==> config.mk <==
export PLATFORM = sky130hd
export DESIGN_NAME = prio_encoder_hs
export DESIGN_NICKNAME = d
export VERILOG_FILES = /design/src/rtl/prio_encoder_hs_pkg.sv /design/src/rtl/prio_encoder_hs_pick.sv /design/src/rtl/prio_encoder_hs.sv
export SDC_FILE = /design/constraint.sdc
export NUM_CORES = 1
export LEC_CHECK = 0
export BUFFER_PORTS_ARGS = -buffer_cell sky130_fd_sc_hd__buf_2
export CELL_PAD_IN_SITES_DETAIL_PLACEMENT = 2
export CELL_PAD_IN_SITES_GLOBAL_PLACEMENT = 2
export CORE_MARGIN = 5
export CORE_UTILIZATION = 30
export DETAILED_ROUTE_END_ITERATION = 10
export HOLD_SLACK_MARGIN = 0.12
export PLACE_DENSITY = 0.86
export SETUP_SLACK_MARGIN = 0.5
export SLEW_MARGIN = 20
export SYNTH_ARGS = -nofsm -noshare
export SYNTH_HDL_FRONTEND = slang
export SYNTH_HIERARCHICAL = 1
export SYNTH_SLANG_ARGS = --single-unit
==> constraint.sdc <==
create_clock -name clk -period 2.9 [get_ports clk]
set_clock_uncertainty 0.05 [all_clocks]
set_input_delay 0.145 -clock clk [delete_from_list [all_inputs] [get_ports clk]]
set_output_delay 0.145 -clock clk [all_outputs]
set_load 0.005 [all_outputs]
==> src/rtl/prio_encoder_hs_pkg.sv <==
// Shared definitions for the prio_encoder_hs block.
//   - priority mode constants selected by the MODE parameter
//   - FSM state encoding for the output handshake
//   - index-width helper (ceil(log2(n)), never below 1)
package prio_encoder_hs_pkg;

    localparam int PRIO_LOW  = 0;   // lowest set index wins
    localparam int PRIO_HIGH = 1;   // highest set index wins
    localparam int PRIO_RR   = 2;   // round-robin after last grant

    typedef enum logic {
        ST_IDLE = 1'b0,
        ST_HOLD = 1'b1
    } state_t;

    // Width needed to hold indices 0..n-1; a 1-bit index is the floor.
    function automatic int clog2_min1(input int n);
        int w;
        w = 0;
        for (int i = 0; i < 32; i++) begin
            if ((64'd1 << w) < 64'(n)) begin
                w = w + 1;
            end else begin
                w = w;
            end
        end
        if (w < 1) begin
            w = 1;
        end else begin
            w = w;
        end
        return w;
    endfunction

endpackage

==> src/rtl/prio_encoder_hs_pick.sv <==
// prio_pick: combinational first-set finder.
//   vec    in  N  candidate vector
//   found  out 1  at least one bit of vec is set
//   idx    out W  index of the winning bit (0 when nothing is set)
//   onehot out N  one-hot form of idx, all zeros when nothing is set
// DIR = 0 picks the lowest set bit, DIR = 1 the highest.
module prio_pick
    import prio_encoder_hs_pkg::*;
#(
    parameter int N   = 16,
    parameter int DIR = 0,
    parameter int W   = 4
) (
    input  logic [N-1:0] vec,
    output logic         found,
    output logic [W-1:0] idx,
    output logic [N-1:0] onehot
);

    localparam logic [N-1:0] ONE_N = {{(N-1){1'b0}}, 1'b1};

    // Scan so the winning bit is the last one visited; onehot follows idx.
    always_comb begin
        found  = |vec;
        idx    = {W{1'b0}};
        onehot = {N{1'b0}};
        if (DIR == 1) begin
            for (int i = 0; i < N; i++) begin
                idx = vec[i] ? W'(i) : idx;
            end
        end else begin
            for (int i = N - 1; i >= 0; i--) begin
                idx = vec[i] ? W'(i) : idx;
            end
        end
        if (found) begin
            onehot = ONE_N << idx;
        end else begin
            onehot = {N{1'b0}};
        end
    end

endmodule

==> src/rtl/prio_encoder_hs.sv <==
// prio_encoder_hs: sticky multi-hot request capture with a priority-selected
// index presented on a valid/ready handshake. Served bits are cleared on
// handshake; new requests become eligible one cycle after capture.
//   clk        in   rising-edge clock
//   rst_n      in   asynchronous active-low reset
//   req_i      in   N request pulses
//   clear_i    in   synchronous flush of pending and output state
//   out_valid  out  selection valid
//   out_ready  in   consumer accepts the selection
//   out_idx    out  W binary index of the selection
//   out_onehot out  N one-hot selection, zero when out_valid is low
//   pending_o  out  N pending register
//   dup_o      out  pulse: request arrived for an already-pending index
module prio_encoder_hs
    import prio_encoder_hs_pkg::*;
#(
    parameter  int N    = 16,
    parameter  int MODE = PRIO_LOW,
    localparam int W    = clog2_min1(N)
) (
    input  logic         clk,
    input  logic         rst_n,
    input  logic [N-1:0] req_i,
    input  logic         clear_i,
    output logic         out_valid,
    input  logic         out_ready,
    output logic [W-1:0] out_idx,
    output logic [N-1:0] out_onehot,
    output logic [N-1:0] pending_o,
    output logic         dup_o
);

    localparam logic [W-1:0] PTR_RST = W'(N - 1);
    localparam int MAIN_DIR = (MODE == PRIO_HIGH) ? 1 : 0;

    state_t       state_r;
    logic [W-1:0] ptr_r;

    logic         hs_s;
    logic [N-1:0] served_s;
    logic [N-1:0] cand_s;
    logic [N-1:0] mask_s;
    logic         main_found_s;
    logic [W-1:0] main_idx_s;
    logic [N-1:0] main_onehot_s;
    logic         msk_found_s;
    logic [W-1:0] msk_idx_s;
    logic [N-1:0] msk_onehot_s;
    logic         pick_found_s;
    logic [W-1:0] pick_idx_s;
    logic [N-1:0] pick_onehot_s;

    // Handshake and the vector the next selection is drawn from. In IDLE
    // served is zero, so the same expression covers both states.
    always_comb begin
        hs_s     = out_valid & out_ready;
        served_s = hs_s ? out_onehot : {N{1'b0}};
        cand_s   = pending_o & ~served_s;
    end

    // Round-robin window: only indices strictly above the last grant.
    always_comb begin
        mask_s = {N{1'b0}};
        for (int i = 0; i < N; i++) begin
            mask_s[i] = (i > int'(ptr_r));
        end
    end

    prio_pick #(.N(N), .DIR(MAIN_DIR), .W(W)) u_pick_main (
        .vec    (cand_s),
        .found  (main_found_s),
        .idx    (main_idx_s),
        .onehot (main_onehot_s)
    );

    prio_pick #(.N(N), .DIR(0), .W(W)) u_pick_masked (
        .vec    (cand_s & mask_s),
        .found  (msk_found_s),
        .idx    (msk_idx_s),
        .onehot (msk_onehot_s)
    );

    // Round-robin prefers the window above ptr, then wraps to the full scan.
    always_comb begin
        pick_found_s  = main_found_s;
        pick_idx_s    = main_idx_s;
        pick_onehot_s = main_onehot_s;
        if ((MODE == PRIO_RR) && msk_found_s) begin
            pick_found_s  = msk_found_s;
            pick_idx_s    = msk_idx_s;
            pick_onehot_s = msk_onehot_s;
        end else begin
            pick_found_s  = main_found_s;
            pick_idx_s    = main_idx_s;
            pick_onehot_s = main_onehot_s;
        end
    end

    // Pending capture, duplicate detection and the output handshake FSM.
    always_ff @(posedge clk or negedge rst_n) begin
        if (!rst_n) begin
            state_r    <= ST_IDLE;
            ptr_r      <= PTR_RST;
            pending_o  <= {N{1'b0}};
            out_valid  <= 1'b0;
            out_idx    <= {W{1'b0}};
            out_onehot <= {N{1'b0}};
            dup_o      <= 1'b0;
        end else if (clear_i) begin
            state_r    <= ST_IDLE;
            ptr_r      <= PTR_RST;
            pending_o  <= {N{1'b0}};
            out_valid  <= 1'b0;
            out_idx    <= {W{1'b0}};
            out_onehot <= {N{1'b0}};
            dup_o      <= 1'b0;
        end else begin
            // A set and a serve of the same bit in one cycle leaves it set.
            pending_o <= cand_s | req_i;
            dup_o     <= |(req_i & cand_s);
            if (hs_s) begin
                ptr_r <= out_idx;
            end else begin
                ptr_r <= ptr_r;
            end
            case (state_r)
                ST_IDLE: begin
                    if (pick_found_s) begin
                        state_r    <= ST_HOLD;
                        out_valid  <= 1'b1;
                        out_idx    <= pick_idx_s;
                        out_onehot <= pick_onehot_s;
                    end else begin
                        state_r    <= ST_IDLE;
                        out_valid  <= 1'b0;
                        out_onehot <= {N{1'b0}};
                    end
                end
                ST_HOLD: begin
                    // Without ready the presented selection is frozen even if
                    // a higher-priority request shows up.
                    if (!out_ready) begin
                        state_r <= ST_HOLD;
                    end else if (pick_found_s) begin
                        state_r    <= ST_HOLD;
                        out_valid  <= 1'b1;
                        out_idx    <= pick_idx_s;
                        out_onehot <= pick_onehot_s;
                    end else begin
                        state_r    <= ST_IDLE;
                        out_valid  <= 1'b0;
                        out_onehot <= {N{1'b0}};
                    end
                end
                default: begin
                    state_r    <= ST_IDLE;
                    out_valid  <= 1'b0;
                    out_onehot <= {N{1'b0}};
                end
            endcase
        end
    end

endmodule

==> metrics, run 1 <==
status finished clean; die area around 9000 um^2; crit path from out_valid; Worst-Skew Late Latency approximately 0.30 ns; largest area contributor in the netlist dfrtp_1; Power Density 446.7 nW/um^2; GP Congestion between 0.8 and 0.9; Finish-stage setup viols 0; Worst Max-Slew Pin Slew 0.9326 ns; total of max-cap violations 0; Reg-to-Reg End out_onehot[6]; drt total wl 11400 um; Synth Warn # 6; CP Capture Point out_onehot[6]; number of global-route vias before repair 2669; Layout Nets around 380; Ports 58; H-tree Lvls 2; total CTS buffers 5; Final ANT Viol Nets 0; Seq/Total Area, Yosys 0.4640; Syn Area/Cell between 8 and 9 um^2; min Tclk post-route 2.636 ns; non-filler instance count after layout between 400 and 500; GRT Util Overall 0.2275; Leak Pwr roughly 1.5 nW; DIE WIDTH ~94 um; relative slew slack 0.3783; First-pass DRT Iterations 4; unique cell type count in the Yosys netlist 36; Synth Register Bits 39; WP data arrival about 2.8 ns; clock sinks 39; Layout Utilization 0.4772; r2r startpoint out_valid; drt wl/cell approximately 25 um; Synth-to-Final Area Change 54.13%; Worst Path Required 3.08 ns; largest net degree at the start of global routing 40; Slew Viols, Final 0; Tightest Hold Check Type in -> reg; Root Buffer clkbuf_8; peak supply drop 0.1712 mV; Final TNS setup 0 ns; Rows 30; via count ~2500; clk slew on worst S/H paths 0.08 ns; Mapped Cells 252; fin crit share 0.9091; Area contributors post-synth dfrtp_1 (46%), nor2_1 (8.0%), nand2_1 (7.3%), nand3_1 (4.3%), and3_1 (4.2%); R2R Setup Slk about 0.26 ns; crit path capture type register; CTS Buffer Depth 2; initial antenna violation count 0; initial DRC count 76; PortBufs 57; Synthesized Nets 272; first-pass GRT wire length approximately 15000 um; DR DRC count 0; startpoint types register; Cells after DPL 401; CTS tree yes; largest fanout on the critical path 4; core area around 6800 um^2; maximum clock frequency approximately 380 MHz; synthesized area about 2100 um^2; Fin. Hold Viols 0; total power 0.001448 W; routed vias/inst about 5.5; post-DP HPWL about 6200 um; R2R depth 10; layout cell share with drive strength beyond 1 0.4218; Die Ht between 90 and 100 um; RSZ-0062 raised after global routing yes; Fin Hold WS between 0.3 and 0.4 ns; GRT overflow 0; Initial Utilization 0.3096; Setup Crit Path Kind reg -> reg; Synth top area share 0.4640; n_diodes 0
-- worst max-delay path, stage by stage, from the launching register on --
cell      delay [ns]
dfrtp_2         0.42
and2_4          0.23
a21boi_4        0.08
buf_6           0.13
or4_4           0.55
o31ai_4         0.33
buf_6           0.16
nand2_2         0.09
nor3_2          0.26
nand2_1         0.14
o21ai_1         0.14
-- stage by stage --
stage          setup slack, ns  cell area, um^2
4_1_cts                 0.4702             3007
6_report                0.2636             3242
2_1_floorplan           0.5270             2138
3_3_place_gp            0.1488             2530
3_5_place_dp           0.03383             2530
5_1_grt                 0.1820             3242
-- worst min-delay path by stage --
stage / start / to / slack (ns) / depth (start not counted)
after global placement: rst_n / pending_o[11] / 0.28 / 1
after CTS: clear_i / pending_o[4] / 0.25 / 2
after global routing: clear_i / pending_o[6] / 0.34 / 2
after floorplan: rst_n / dup_o / -0.20 / 0
after detailed placement: rst_n / pending_o[11] / 0.31 / 1
final: clear_i / pending_o[11] / 0.30 / 2
-- cells in the final DEF (no fill, tap or decap), types with 5 or more instances in the layout --
cell type,count
buf_2,57
nor2_1,42
nand2_1,38
dfrtp_1,38
buf_4,25
dlygate4sd3_1,17
and3_1,14
o21ai_0,12
nand3_1,10
and2_4,9
nand3_2,7
clkbuf_8,7
a21oi_1,6
o21ai_1,5
-- sequential cells by signal, indices dropped and copies added, names as in the netlist --
signal,count
dup_o,1
state_r,1
out_onehot,16
out_idx,4
out_valid,1
pending_o,16
-- metal layers --
metal	global-route usage	routed length [um]	vias to the layer above
li1	-	-	1082
met1	0.2752	4685	1278
met2	0.4069	5876	105
met3	0.03446	492	25
met4	0.08063	341	0
met5	0	0	-
-- logic make-up after synthesis --
logic type	Yosys count	synth area share
AO/OA/AOI/OAI	45	0.1559
buffers and inverters	15	0.03628
flip-flops	39	0.4640
multiplexers	1	0.005354
AND/OR/NAND/NOR	152	0.3385
-- cell usage after synthesis (all sizes together) --
library cell / instances
nor4: 2
nor3: 7
a21bo: 1
a2111oi: 4
o31a: 1
a21boi: 4
buf: 5
or3: 2
o211ai: 1
and2: 13
mux2: 1
or4: 1
a21o: 1
and3: 14
a21oi: 7
a211oi: 1
clkbuf: 5
nor2: 45
o21ai: 17
inv: 5
nand3: 18
o31ai: 1
or2: 2
o21bai: 1
nand2b: 3
o32a: 1
nand2: 41
and3b: 1
o21ba: 3
a41oi: 1
a221oi: 1
nor2b: 3
dfrtp: 39
-- timing repair --
action | CTS | global route
hold endpoints to repair | 55 | 0
pin swaps | 10 | 14
endpoints found under the setup margin | 22 | 22
cloned | 0 | 3
resized for setup | 27 | 35
hold buffers | 17 | 0
buffers inserted | 16 | 9
-- power breakdown --
group          internal, W  leakage [nW]  total (W)  switching, W
registers         0.000571         0.510   0.000597     0.0000263
clock network     0.000218        0.0515   0.000426      0.000208
logic             0.000188         0.977   0.000425      0.000238
-- cell type report --
cell class / count / area (um^2)
well taps: 96 / 120.1
clock buffers: 8 / 100.1
inverters: 5 / 18.77
repair buffers: 105 / 728.2
fillers: 742 / 3552
multi-input cells: 201 / 1297
flip-flops and latches: 39 / 977.2
(Power assumes the default switching activity.)
==> run 2, diff against run 1 <==
- PLACE_DENSITY: 0.86 -> 0.77
==> metrics, run 2 (synthesized netlist as in run 1, its figures left out) <==
status finished clean; initial antenna violation count 0; P_sw around 0.00044 W; initial DRC count 86; r2r startpoint out_valid; layout cell share with drive strength beyond 1 0.3815; Synth-to-Final Area Change 46.22%; total of max-cap violations 0; hold path start clear_i; Ports 58; peak supply drop around 0.22 mV; power share of the sequential group 0.441; Worst-Skew Late Latency 0.30 ns; Slew Viols, Final 0; largest net degree at the start of global routing 40; Tightest Hold Check Type in -> reg; via count about 2300; Comb pwr share 0.278; core area 6794 um^2; n_diodes 0; H-tree Lvls 2; Power Density approximately 440 nW/um^2; Rows 30; number of global-route vias before repair between 2000 and 3000; startpoint types register; clock sinks 39; Finish-stage setup viols 0; CTS Buffer Depth 2; Reg-to-Reg End out_onehot[5]; drt wl/cell between 20 and 25 um; Final TNS setup 0 ns; GP Congestion between 0.8 and 0.9; crit path capture type register; relative slew slack 0.3767; Layout Nets approximately 370; DIE WIDTH about 94 um; largest fanout on the critical path 7; routed vias/inst between 5 and 6; delay-heaviest family, CP simple AND/OR/NAND/NOR gates; WP buf/inv 3; R2R Setup Slk roughly 0.43 ns; Fin. Hold Viols 0; CP dominant cell by count buf_6; R2R depth 12; CTS tree yes; min Tclk post-route between 2 and 2.5 ns; Leak Pwr about 1.4 nW; Worst Max-Slew Pin Slew between 0.9 and 1 ns; First-pass DRT Iterations 6; die area 8785 um^2; Root Buffer clkbuf_8; maximum clock frequency between 400 and 500 MHz; RSZ-0062 raised after global routing yes; Pint between 0.0009 and 0.001 W; GRT Util Overall 0.2146; total CTS buffers 5; Clk pwr share 0.281; fillers 768; drt total wl 9316 um; PortBufs 57; fin crit share 0.8524; first-pass GRT wire length 14400 um; WP data arrival approximately 2.6 ns; Final ANT Viol Nets 0; Die Ht between 90 and 100 um; Setup Crit Path Kind reg -> reg; clk slew on worst S/H paths ~0.08 ns; post-DP HPWL between 5000 and 6000 um; Hold Path Sink pending_o[8]; total power around 0.0013 W; DR DRC count 0; most frequent cells in the layout buf_2 (57), nor2_1 (41), dfrtp_1 (39); Worst Path Required just over 3 ns; GRT overflow 0; CP peak stage delay between 0.5 and 0.6 ns; Initial Utilization 0.3096; Crit-path slowest cell or4_4; hold depth 2; biggest registers after layout out_onehot (16), pending_o (16), out_idx (4); commonest non-fill, non-tap cell in the layout buf_2; critical-path cell list buf_6 -> nand3_2 -> and2_4 -> or4_4 -> o32a_1 -> o31ai_4 -> buf_6 -> buf_6 -> nand2b_4 -> nor2_1 -> nand2_1 -> o21ai_0; switch share 0.3257
-- run 2: repair_timing --
item	4_1_cts	5_1_grt
setup buffers	11	2
endpoints found under the setup margin	20	22
pin swaps	9	5
resized for setup	34	22
hold buffers	17	0
hold endpoints to repair	55	0
gates cloned	1	0
-- run 2: worst max-delay path by stage --
| stage | start | to | slack (ns) | depth (start not counted) |
|---|---|---|---|---|
| after floorplan | out_valid | out_onehot[3] | 0.53 | 10 |
| after global placement | out_valid | out_onehot[6] | 0.22 | 11 |
| after detailed placement | out_valid | out_onehot[6] | 0.14 | 11 |
| after CTS | out_valid | out_onehot[6] | 0.46 | 11 |
| after global routing | out_valid | out_onehot[12] | 0.30 | 10 |
| final | out_valid | out_onehot[5] | 0.43 | 12 |
-- run 2: area by class of cell --
class	instances	area, um^2	share of cell area
well taps	96	120.1	0.03906
multi-input cells	198	1227	0.3991
repair buffers	96	651.9	0.2120
flip-flops and latches	39	975.9	0.3173
clock buffers	7	76.32	0.02482
clock inverters	1	5.005	0.001627
inverters	5	18.77	0.006103
-- run 2: stage by stage --
step / cells / util / instance area, um^2 / setup WS (ns) / hold slack (ns)
final: 442 / 0.4527 / 3075 / 0.4280 / 0.2376
after global routing: 442 / 0.4527 / 3075 / 0.3044 / 0.2546
after CTS: 440 / 0.4416 / 3000 / 0.4578 / 0.2254
after detailed placement: 403 / 0.3746 / 2545 / 0.1419 / 0.3010
after global placement: 403 / 0.3746 / 2545 / 0.2183 / 0.2886
after floorplan: 252 / - / 2138 / 0.5270 / -0.2006
-- run 2: power by group through the flow --
| stage | Sequential [W] | Combinational, W | Clock [W] |
|---|---|---|---|
| finish | 0.000593 | 0.000374 | 0.000377 |
| global route | 0.000596 | 0.000400 | 0.000418 |
| CTS | 0.000591 | 0.000340 | 0.000395 |
| detailed placement | 0.000600 | 0.000269 | 0 |
| global placement | 0.000599 | 0.000263 | 0 |
| floorplan | 0.000600 | 0.000153 | 0 |
-- run 2: per-layer routing --
layer / routed length, um / track usage / up-vias
met5: 0 / 0 / -
met1: 4134 / 0.2688 / 1167
li1: - / - / 1046
met3: 310 / 0.02965 / 8
met2: 4759 / 0.3909 / 68
met4: 111 / 0.04332 / 0
